## src/rtl/rob_pkg.sv

```systemverilog
// Shared types and defaults for the ROB memory-side responder.
// Holds the default widths, the response data salt, the per-slot record
// type and the LFSR seed/step used when random latency is enabled
// (ROB_MEM_RAND_LAT_EN).
package rob_pkg;

  localparam int SWIDTH_D    = 4;
  localparam int AWIDTH_D    = 10;
  localparam int DWIDTH_D    = 32;
  localparam int MIN_LAT_D   = 2;
  localparam int LAT_WIDTH_D = 3;
  // Countdown needs room for MIN_LAT + 2^LAT_WIDTH - 1.
  localparam int CNT_W_D     = LAT_WIDTH_D + 2;

  localparam logic [DWIDTH_D-1:0] DATA_SALT_D = 32'hA5A5_0000;
  localparam logic [15:0]         LFSR_SEED   = 16'hACE1;

  typedef struct packed {
    logic                vld;
    logic [AWIDTH_D-1:0] addr;
    logic [CNT_W_D-1:0]  cnt;
  } slot_t;

  // 16-bit Fibonacci LFSR, taps 16,14,13,11.
  function automatic logic [15:0] lfsr_next(input logic [15:0] s);
    return {s[14:0], s[15] ^ s[13] ^ s[12] ^ s[10]};
  endfunction

endpackage

```

## src/rtl/rob_prio_enc.sv

```systemverilog
// Lowest-index-set priority encoder.
// Ports: req  - request vector (bit i = candidate i)
//        idx  - index of the lowest set bit (0 when none set)
//        any  - at least one bit set
module rob_prio_enc #(
  parameter int N  = 16,
  parameter int IW = 4
) (
  input  logic [N-1:0]  req,
  output logic [IW-1:0] idx,
  output logic          any
);

  // Walk high to low so the last hit (lowest index) wins.
  always_comb begin
    idx = '0;
    any = 1'b0;
    for (int i = N - 1; i >= 0; i--) begin
      if (req[i]) begin
        idx = IW'(i);
        any = 1'b1;
      end
    end
  end

endmodule

```

## src/rtl/rob_mem_responder.sv

```systemverilog
// Memory-side responder for the ROB memory port. Tagged reads are parked in
// a per-ID slot, counted down for MIN_LAT + lat_var cycles, then returned one
// per cycle (lowest ready ID first), so responses come back out of order.
// Returned data is the request address XOR DATA_SALT.
//
// Macro ROB_MEM_RAND_LAT_EN: defined  -> lat_var from a 16-bit LFSR that
//                                        steps on every accepted request
//                            undefined -> lat_var = addr[LAT_WIDTH-1:0]
//
// Ports: clk, rst_ (async, active low)
//        mem_req_val/addr/ID  - read request, always accepted
//        mem_rsp_val/ID/data  - registered response, one-cycle pulse
//        outstanding          - occupied slot count (registered)
//        err_dup_id           - sticky: request landed on a busy slot
module rob_mem_responder
  import rob_pkg::*;
#(
  parameter int SWIDTH    = SWIDTH_D,
  parameter int AWIDTH    = AWIDTH_D,
  parameter int DWIDTH    = DWIDTH_D,
  parameter int MIN_LAT   = MIN_LAT_D,
  parameter int LAT_WIDTH = LAT_WIDTH_D,
  parameter logic [DWIDTH-1:0] DATA_SALT = DWIDTH'(DATA_SALT_D)
) (
  input  logic              clk,
  input  logic              rst_,
  input  logic              mem_req_val,
  input  logic [AWIDTH-1:0] mem_req_addr,
  input  logic [SWIDTH-1:0] mem_req_ID,
  output logic              mem_rsp_val,
  output logic [SWIDTH-1:0] mem_rsp_ID,
  output logic [DWIDTH-1:0] mem_rsp_data,
  output logic [SWIDTH:0]   outstanding,
  output logic              err_dup_id
);

  localparam int NSLOT = 1 << SWIDTH;
  localparam int CW    = LAT_WIDTH + 2;

  slot_t [NSLOT-1:0] slot_q, slot_d;
  logic              rsp_val_q, rsp_val_d;
  logic [SWIDTH-1:0] rsp_id_q, rsp_id_d;
  logic [DWIDTH-1:0] rsp_data_q, rsp_data_d;
  logic [SWIDTH:0]   outstanding_q, outstanding_d;
  logic              err_q, err_d;

  logic [NSLOT-1:0]     rdy;
  logic [SWIDTH-1:0]    sel_idx;
  logic                 sel_any;
  logic [LAT_WIDTH-1:0] lat_var;
  logic [CW-1:0]        lat_load;

`ifdef ROB_MEM_RAND_LAT_EN
  logic [15:0] lfsr_q, lfsr_d;

  assign lat_var = lfsr_q[LAT_WIDTH-1:0];
  assign lfsr_d  = mem_req_val ? lfsr_next(lfsr_q) : lfsr_q;

  always_ff @(posedge clk or negedge rst_) begin
    if (!rst_) lfsr_q <= LFSR_SEED;
    else       lfsr_q <= lfsr_d;
  end
`else
  assign lat_var = mem_req_addr[LAT_WIDTH-1:0];
`endif

  assign lat_load = CW'(MIN_LAT) + CW'(lat_var);

  always_comb begin
    for (int i = 0; i < NSLOT; i++) rdy[i] = slot_q[i].vld && (slot_q[i].cnt == '0);
  end

  rob_prio_enc #(.N(NSLOT), .IW(SWIDTH)) u_sel (
    .req (rdy),
    .idx (sel_idx),
    .any (sel_any)
  );

  always_comb begin
    slot_d        = slot_q;
    err_d         = err_q;
    rsp_val_d     = 1'b0;
    rsp_id_d      = '0;
    rsp_data_d    = '0;
    outstanding_d = '0;

    for (int i = 0; i < NSLOT; i++) begin
      if (slot_q[i].vld && (slot_q[i].cnt != '0)) slot_d[i].cnt = slot_q[i].cnt - 1'b1;
    end

    if (sel_any) begin
      slot_d[sel_idx].vld = 1'b0;
      rsp_val_d           = 1'b1;
      rsp_id_d            = sel_idx;
      rsp_data_d          = DWIDTH'(slot_q[sel_idx].addr) ^ DATA_SALT;
    end

    // Applied after the free so a same-cycle re-request of the slot being
    // returned simply re-occupies it and is not a duplicate.
    if (mem_req_val) begin
      if (slot_q[mem_req_ID].vld && !(sel_any && (sel_idx == mem_req_ID))) err_d = 1'b1;
      slot_d[mem_req_ID].vld  = 1'b1;
      slot_d[mem_req_ID].addr = mem_req_addr;
      slot_d[mem_req_ID].cnt  = lat_load;
    end

    for (int i = 0; i < NSLOT; i++) outstanding_d = outstanding_d + (SWIDTH+1)'(slot_d[i].vld);
  end

  always_ff @(posedge clk or negedge rst_) begin
    if (!rst_) begin
      slot_q        <= '0;
      rsp_val_q     <= 1'b0;
      rsp_id_q      <= '0;
      rsp_data_q    <= '0;
      outstanding_q <= '0;
      err_q         <= 1'b0;
    end else begin
      slot_q        <= slot_d;
      rsp_val_q     <= rsp_val_d;
      rsp_id_q      <= rsp_id_d;
      rsp_data_q    <= rsp_data_d;
      outstanding_q <= outstanding_d;
      err_q         <= err_d;
    end
  end

  assign mem_rsp_val  = rsp_val_q;
  assign mem_rsp_ID   = rsp_id_q;
  assign mem_rsp_data = rsp_data_q;
  assign outstanding  = outstanding_q;
  assign err_dup_id   = err_q;

endmodule
```

## config.mk

```make
export PLATFORM = sky130hd
export DESIGN_NAME = rob_mem_responder
export DESIGN_NICKNAME = d
export VERILOG_FILES = /design/src/rtl/rob_pkg.sv /design/src/rtl/rob_prio_enc.sv /design/src/rtl/rob_mem_responder.sv
export SDC_FILE = /design/constraint.sdc
export NUM_CORES = 1
export LEC_CHECK = 0
export CAP_MARGIN = 20
export CORE_ASPECT_RATIO = 0.6
export CORE_UTILIZATION = 29
export CTS_BUF_LIST = sky130_fd_sc_hd__clkbuf_16
export DETAILED_ROUTE_END_ITERATION = 7
export GPL_TIMING_DRIVEN = 0
export PLACE_DENSITY = 0.46
export SYNTH_ARGS = -nofsm -noshare
export SYNTH_HDL_FRONTEND = slang
export SYNTH_SLANG_ARGS = --single-unit
```

## constraint.sdc

```tcl
create_clock -name clk -period 6.9 [get_ports clk]
set_clock_uncertainty 0.05 [all_clocks]
set_input_delay 1.38 -clock clk [delete_from_list [all_inputs] [get_ports clk]]
set_output_delay 1.38 -clock clk [all_outputs]
set_load 0.1 [all_outputs]
```

### Word-level counts from Yosys, hierarchy flattened

Index checks and enable logic that the tools add are counted.

* muxes and demuxes: 69
* add/sub/neg operators: 32
* reductions and logical operators: 70
* equality and inequality tests: 1
* $lt $le $gt $ge: 4

Operators with widths (count)
* 256-bit bitwise mux: 4
* 256-bit two-way mux: 2
* 16-bit demux with 4-bit select: 4
* 16-bit binary-select mux with 4-bit select: 2
* 5-bit two-way mux: 17
* 5-bit logical NOT: 16
* 5-bit nonzero test: 16
* 5-bit by 1-bit subtractor with 5-bit output (second input constant): 16
* 4-bit two-way mux: 17
* 5-bit by 1-bit adder with 5-bit output: 11
* 16-bit two-way mux: 3
* 1-bit logical AND: 36
* 32-bit two-way mux: 1
* 15-bit two-way mux: 2
* 1-bit two-way mux: 17
* 4-bit by 5-bit less-than comparator with 1-bit output (second input constant): 2
* 4-bit by 1-bit greater-or-equal comparator with 1-bit output (second input constant): 2
* 4-bit by 1-bit adder with 5-bit output: 1
* 2-bit by 3-bit adder with 4-bit output (first input constant): 1
* 3-bit by 1-bit adder with 4-bit output: 1
* 4-bit equality test: 1
* 2-bit by 1-bit adder with 3-bit output: 1
* 1-bit by 1-bit adder with 2-bit output: 1
* 2-bit AND reduction: 1
* 1-bit logical NOT: 1

* bits of input ports: 17
* output and inout port bits: 43
* bits in registers: 299
* logic and storage cells: 229

### Depth between registers and ports, before layout

* word-level depth: 43
* depth in mapped cells: 24
* gate-level depth less buffers: 23

### Hierarchy

A second synthesis with hierarchy kept.

* cell total of the unflattened synthesis: 1450
* area, all modules: 13917.1 µm²

Modules (own cells, without submodules)
* rob_mem_responder: times used 1, cells an instance 1417, sequential area each 6931.6 µm², area an instance 13738.2 µm²
* rob_prio_enc: times used 1, cells an instance 33, sequential area each 0.0 µm², area an instance 178.9 µm²

### Worst setup path before layout

Ideal clock, no wire load.

* path kind: flip-flop to flip-flop
* start: register slot_q[240] (netlist bit)
* end: register outstanding_q[4] (netlist: outstanding[4])
* buffers on the path: 1
* required time: 6786 ps
* path slack: 1403 ps
* cell stages (with the launch flop): 24
* data arrival time: 5383 ps
* clock period less this slack: 5497 ps
* library setup time: 64 ps
* path through: dfrtp_1 inv_1 ha_1 or4b_4 a211oi_2 o211ai_1 a211oi_4 nor2_2 clkinv_2 buf_4 nand2_1 o21ai_1 nand2_1 fa_1 fa_1 fa_1 inv_1 fa_1 inv_1 ha_1 inv_1 fa_1 nor2b_1 o21a_1

RTL lines
* from (decl): line rob_mem_responder.sv:40 `slot_t [NSLOT-1:0] slot_q, slot_d;`
* from (signal assigned): line rob_mem_responder.sv:119 `slot_q <= slot_d;`
* to (signal assigned): line rob_mem_responder.sv:123 `outstanding_q <= outstanding_d;`
* to (decl): line rob_mem_responder.sv:44 `logic [SWIDTH:0] outstanding_q, outstanding_d;`

==> results.yml <==
outcome:
  status: "completed"
global_route:
  grt_first_pass_wirelength_mm: 75.0
  antenna_found_initial: 2
  overflow: 0
  grt_max_degree: 78
  grt_pass1_vias: 11400
  grt_usage_pct: 20.4
timing:
  rsz0062_at_grt: "false"
  setup_tns_ns: 0
  max_slew_margin_pct: 19.1
  hold_slack_ns: 0.420
  slew_viol_final: 0
  setup_viol: 0
  hold_viol: 0
  fin_ws_ns: 0.360
  post-route-period-util_pct: 94.8
  timing.fmax_mhz: 153
  worst_pin_slew_ns: 1.21
  period_needed_ns: 6.54
detailed_routing:
  ant_nets: 0
  dr.pass1.iters: 7
  routed_wl_mm: 50.6
  wl_per_cell_um: 21.7
  vias: 11800
  vias_per_cell: 5.08
  drt_iter0_drc: 1239
  drc: 0
setup_path:
  critical_path_class: "flip-flop to flip-flop"
  worstPathRequired_ns: 7.37
  critPathMaxStageDelay_ns: 0.61
  path_common_cell: "fa_1"
  cp-end-kind: "flip-flop"
  cp_max_fo: 10
  path_cells: "inv_1 > ha_1 > or4b_4 > a211oi_2 > o211ai_1 > a211oi_4 > nor2_2 > clkinv_2 > buf_2 > nand2_1 > o21ai_1 > nand2_1 > fa_1 > fa_1 > fa_1 > inv_1 > fa_1 > inv_1 > ha_1 > inv_1 > fa_1 > nor2b_1 > o21a_1"
  crit_path_start_kind: "flip-flop"
  worst_path_max_delay_cell: "fa_1"
  cp.arrival_ns: 7.01
layout:
  seq_area_um2: 6930
  n_fill_cell: 4915
  fin_nets: 1718
  syn_to_final_growth_pct: 16.8
  multi_input_area_um2: 6500
  drive_gt1_share_pct: 7.77
yosys:
  synthDistinctLibCells: 71
  synth.avg_cell_area_um2: 8.98
  synth_edf_count: 0
  synthFlopType: "dfrtp_1"
  syn_inst: 1570
  ys_async_sr_fraction_pct: 100
  ys_ff_latch: 277
  syn_area_um2: 14100
  ys_seq_area_share_pct: 49.2
  yosysWarnings: 0
clocking:
  clkLatencyLatePin_ns: 0.58
  path_clk_slew_ns: 0.07
  numCtsBuffers: 30
  htree_levels: 1
  cts.sinks: 277
  cts_tree: "yes"
  clockBufferDepth: 3
  postCtsHoldBufs: 0
  root_buffer: "clkbuf_16"
place:
  dpl.hpwl_mm: 37.3
  place_congestion: 0.956
  pre_cts_ws_ns: 0.0876
  portBuffers: 42
floorplan:
  die_w_um: 287
  ios: 60
  dieArea_um2: 49500
  die_h_um: 173
  start_util_pct: 29.4
  rows: 62
  core-area_um2: 47900
power:
  ir_drop_mv: 0.464
  power_per_cell_area_nw_per_um2: 592
  p_leak_nw: 7.59
hold_path:
  hold_path_class: "flip-flop to flip-flop"
flow_run:
  cap_violations: 0
state kept, by name (all words and copies together), names as in the netlist:
signal and cells:
mem_rsp_ID 4, slot_q 256, err_dup_id 1, outstanding 5
mem_rsp_data 11
logic make-up after synthesis:
logic type               after synthesis  synth area share, %
AO/OA/AOI/OAI                        242                 11.3
other                                  1               0.0266
adder cells (fa/ha/maj)               38                 3.91
multiplexers                          42                 3.64
flip-flops                           277                 49.2
buffers and inverters                160                 5.08
AND/OR/NAND/NOR                      752                 23.2
XOR/XNOR                              58                 3.60
cell type report:
type	instances	area share, %
Sequential cell	277	42.1
Multi-Input combinational cell	1146	39.5
Tap cell	640	4.87
Clock buffer	31	4.71
Timing Repair Buffer	48	3.22
Buffer	98	2.93
Inverter	62	1.42
Clock inverter	24	1.21
Antenna cell	1	0.0152
routing by layer:
metal / up-vias / global-route usage (%) / share of wire, %
met2: 456 / 25.4 / 37
met3: 61 / 6.62 / 11
li1: 5428 / - / -
met4: 0 / 4.12 / 1.6
met1: 5875 / 33.0 / 51
met5: - / 0 / 0
final timing paths:
| kind | startpoint | to | slack (ns) | depth (start not counted) |
|---|---|---|---|---|
| setup / recovery | slot_q[240]$_DFF_PN0_ | outstanding[4]$_DFF_PN0_ | 0.36 | 23 |
| hold / removal | slot_q[170]$_DFFE_PN0P_ | slot_q[170]$_DFFE_PN0P_ | 0.42 | 2 |
| setup reg to reg | slot_q[240]$_DFF_PN0_ | outstanding[4]$_DFF_PN0_ | 0.36 | 23 |
| hold reg to reg | slot_q[170]$_DFFE_PN0P_ | slot_q[170]$_DFFE_PN0P_ | 0.42 | 2 |
| max in group asynchronous | rst_ | slot_q[237]$_DFFE_PN0P_ | 4.56 | 4 |
| min in group asynchronous | rst_ | slot_q[64]$_DFF_PN0_ | 0.68 | 1 |
cell usage after synthesis (8+ instances only):
| cell | count | area, um^2 |
|---|---|---|
| mux2i_1 | 13 | 130 |
| nor3_1 | 16 | 80.1 |
| inv_1 | 60 | 225 |
| clkbuf_1 | 63 | 236 |
| and3_1 | 20 | 125 |
| mux2_2 | 19 | 214 |
| xnor2_1 | 36 | 315 |
| nand4bb_1 | 9 | 101 |
| o22ai_1 | 8 | 50.1 |
| nand3_1 | 24 | 120 |
| a21oi_1 | 39 | 195 |
| nor4_1 | 17 | 106 |
| nor2_1 | 65 | 244 |
| dfrtp_1 | 277 | 6930 |
| o211ai_1 | 17 | 128 |
| xor2_1 | 22 | 193 |
| o41ai_1 | 9 | 78.8 |
| o21ai_1 | 13 | 65.1 |
| ha_1 | 28 | 350 |
| buf_4 | 23 | 173 |
| o21ai_0 | 69 | 345 |
| a22oi_1 | 8 | 60.1 |
| fa_1 | 10 | 200 |
| a211oi_1 | 12 | 90.1 |
| nand2_1 | 544 | 2040 |
| a31oi_1 | 10 | 62.6 |
what timing repair did:
item | 4_1_cts | 5_1_grt
gates resized for setup | 0 | 3
buffers inserted | 0 | 2
endpoints found under the setup margin | 0 | 4
report_power, final:
part	total (mW)	internal [mW]	leakage (nW)	switching, mW
registers	2.60	2.18	3.42	0.418
logic	5.49	1.98	3.67	3.51
clock network	1.65	0.925	0.500	0.725
total	9.74	5.09	7.59	4.65
metrics by stage:
| step | instances | utilization (%) | area, um^2 | power, mW |
|---|---|---|---|---|
| finish | 2327 | 34.4 | 16500 | 9.74 |
| global route | 2326 | 34.4 | 16500 | 10.4 |
| CTS | 2323 | 34.3 | 16400 | 9.71 |
| detailed placement | 2268 | 32.3 | 15500 | 8.02 |
| global placement | 2265 | 32.1 | 15400 | 7.96 |
| floorplan | 1583 | - | 14100 | 6.33 |
cell usage in the layout (no fill, tap or decap), types with 7 or more instances in the layout:
cell type and instances:
clkbuf_1 62, o211ai_1 17, nor3_1 16, dfrtp_1 277, mux2i_1 13, o21ai_0 69, a31o_1 7, nor2b_1 7
nand2b_1 7, fa_1 10, a211oi_1 12, clkdlybuf4s50_1 41, xnor2_1 36, buf_4 25, o41ai_1 9, ha_1 28
nand3_1 24, a21oi_1 39, mux2_2 19, nor4_1 17, clkinv_2 7, xor2_1 22, conb_1 14, o22ai_1 8
nand4bb_1 9, a31oi_1 10, o21ai_1 13, and3_1 20, nor2_1 65, inv_1 66, a22oi_1 8, a211o_1 7
clkbuf_16 31, nand2_1 543
worst max-delay path: cells and delay by family (launching register included):
| family | cells | cell delay (ns) |
|---|---|---|
| buf+inv | 6 | 0.80 |
| simple gates | 5 | 1.10 |
| fa+ha+maj | 7 | 2.79 |
| compound gates | 5 | 1.36 |
| flops | 1 | 0.39 |
No activity file was read; power rests on OpenSTA's default activity.
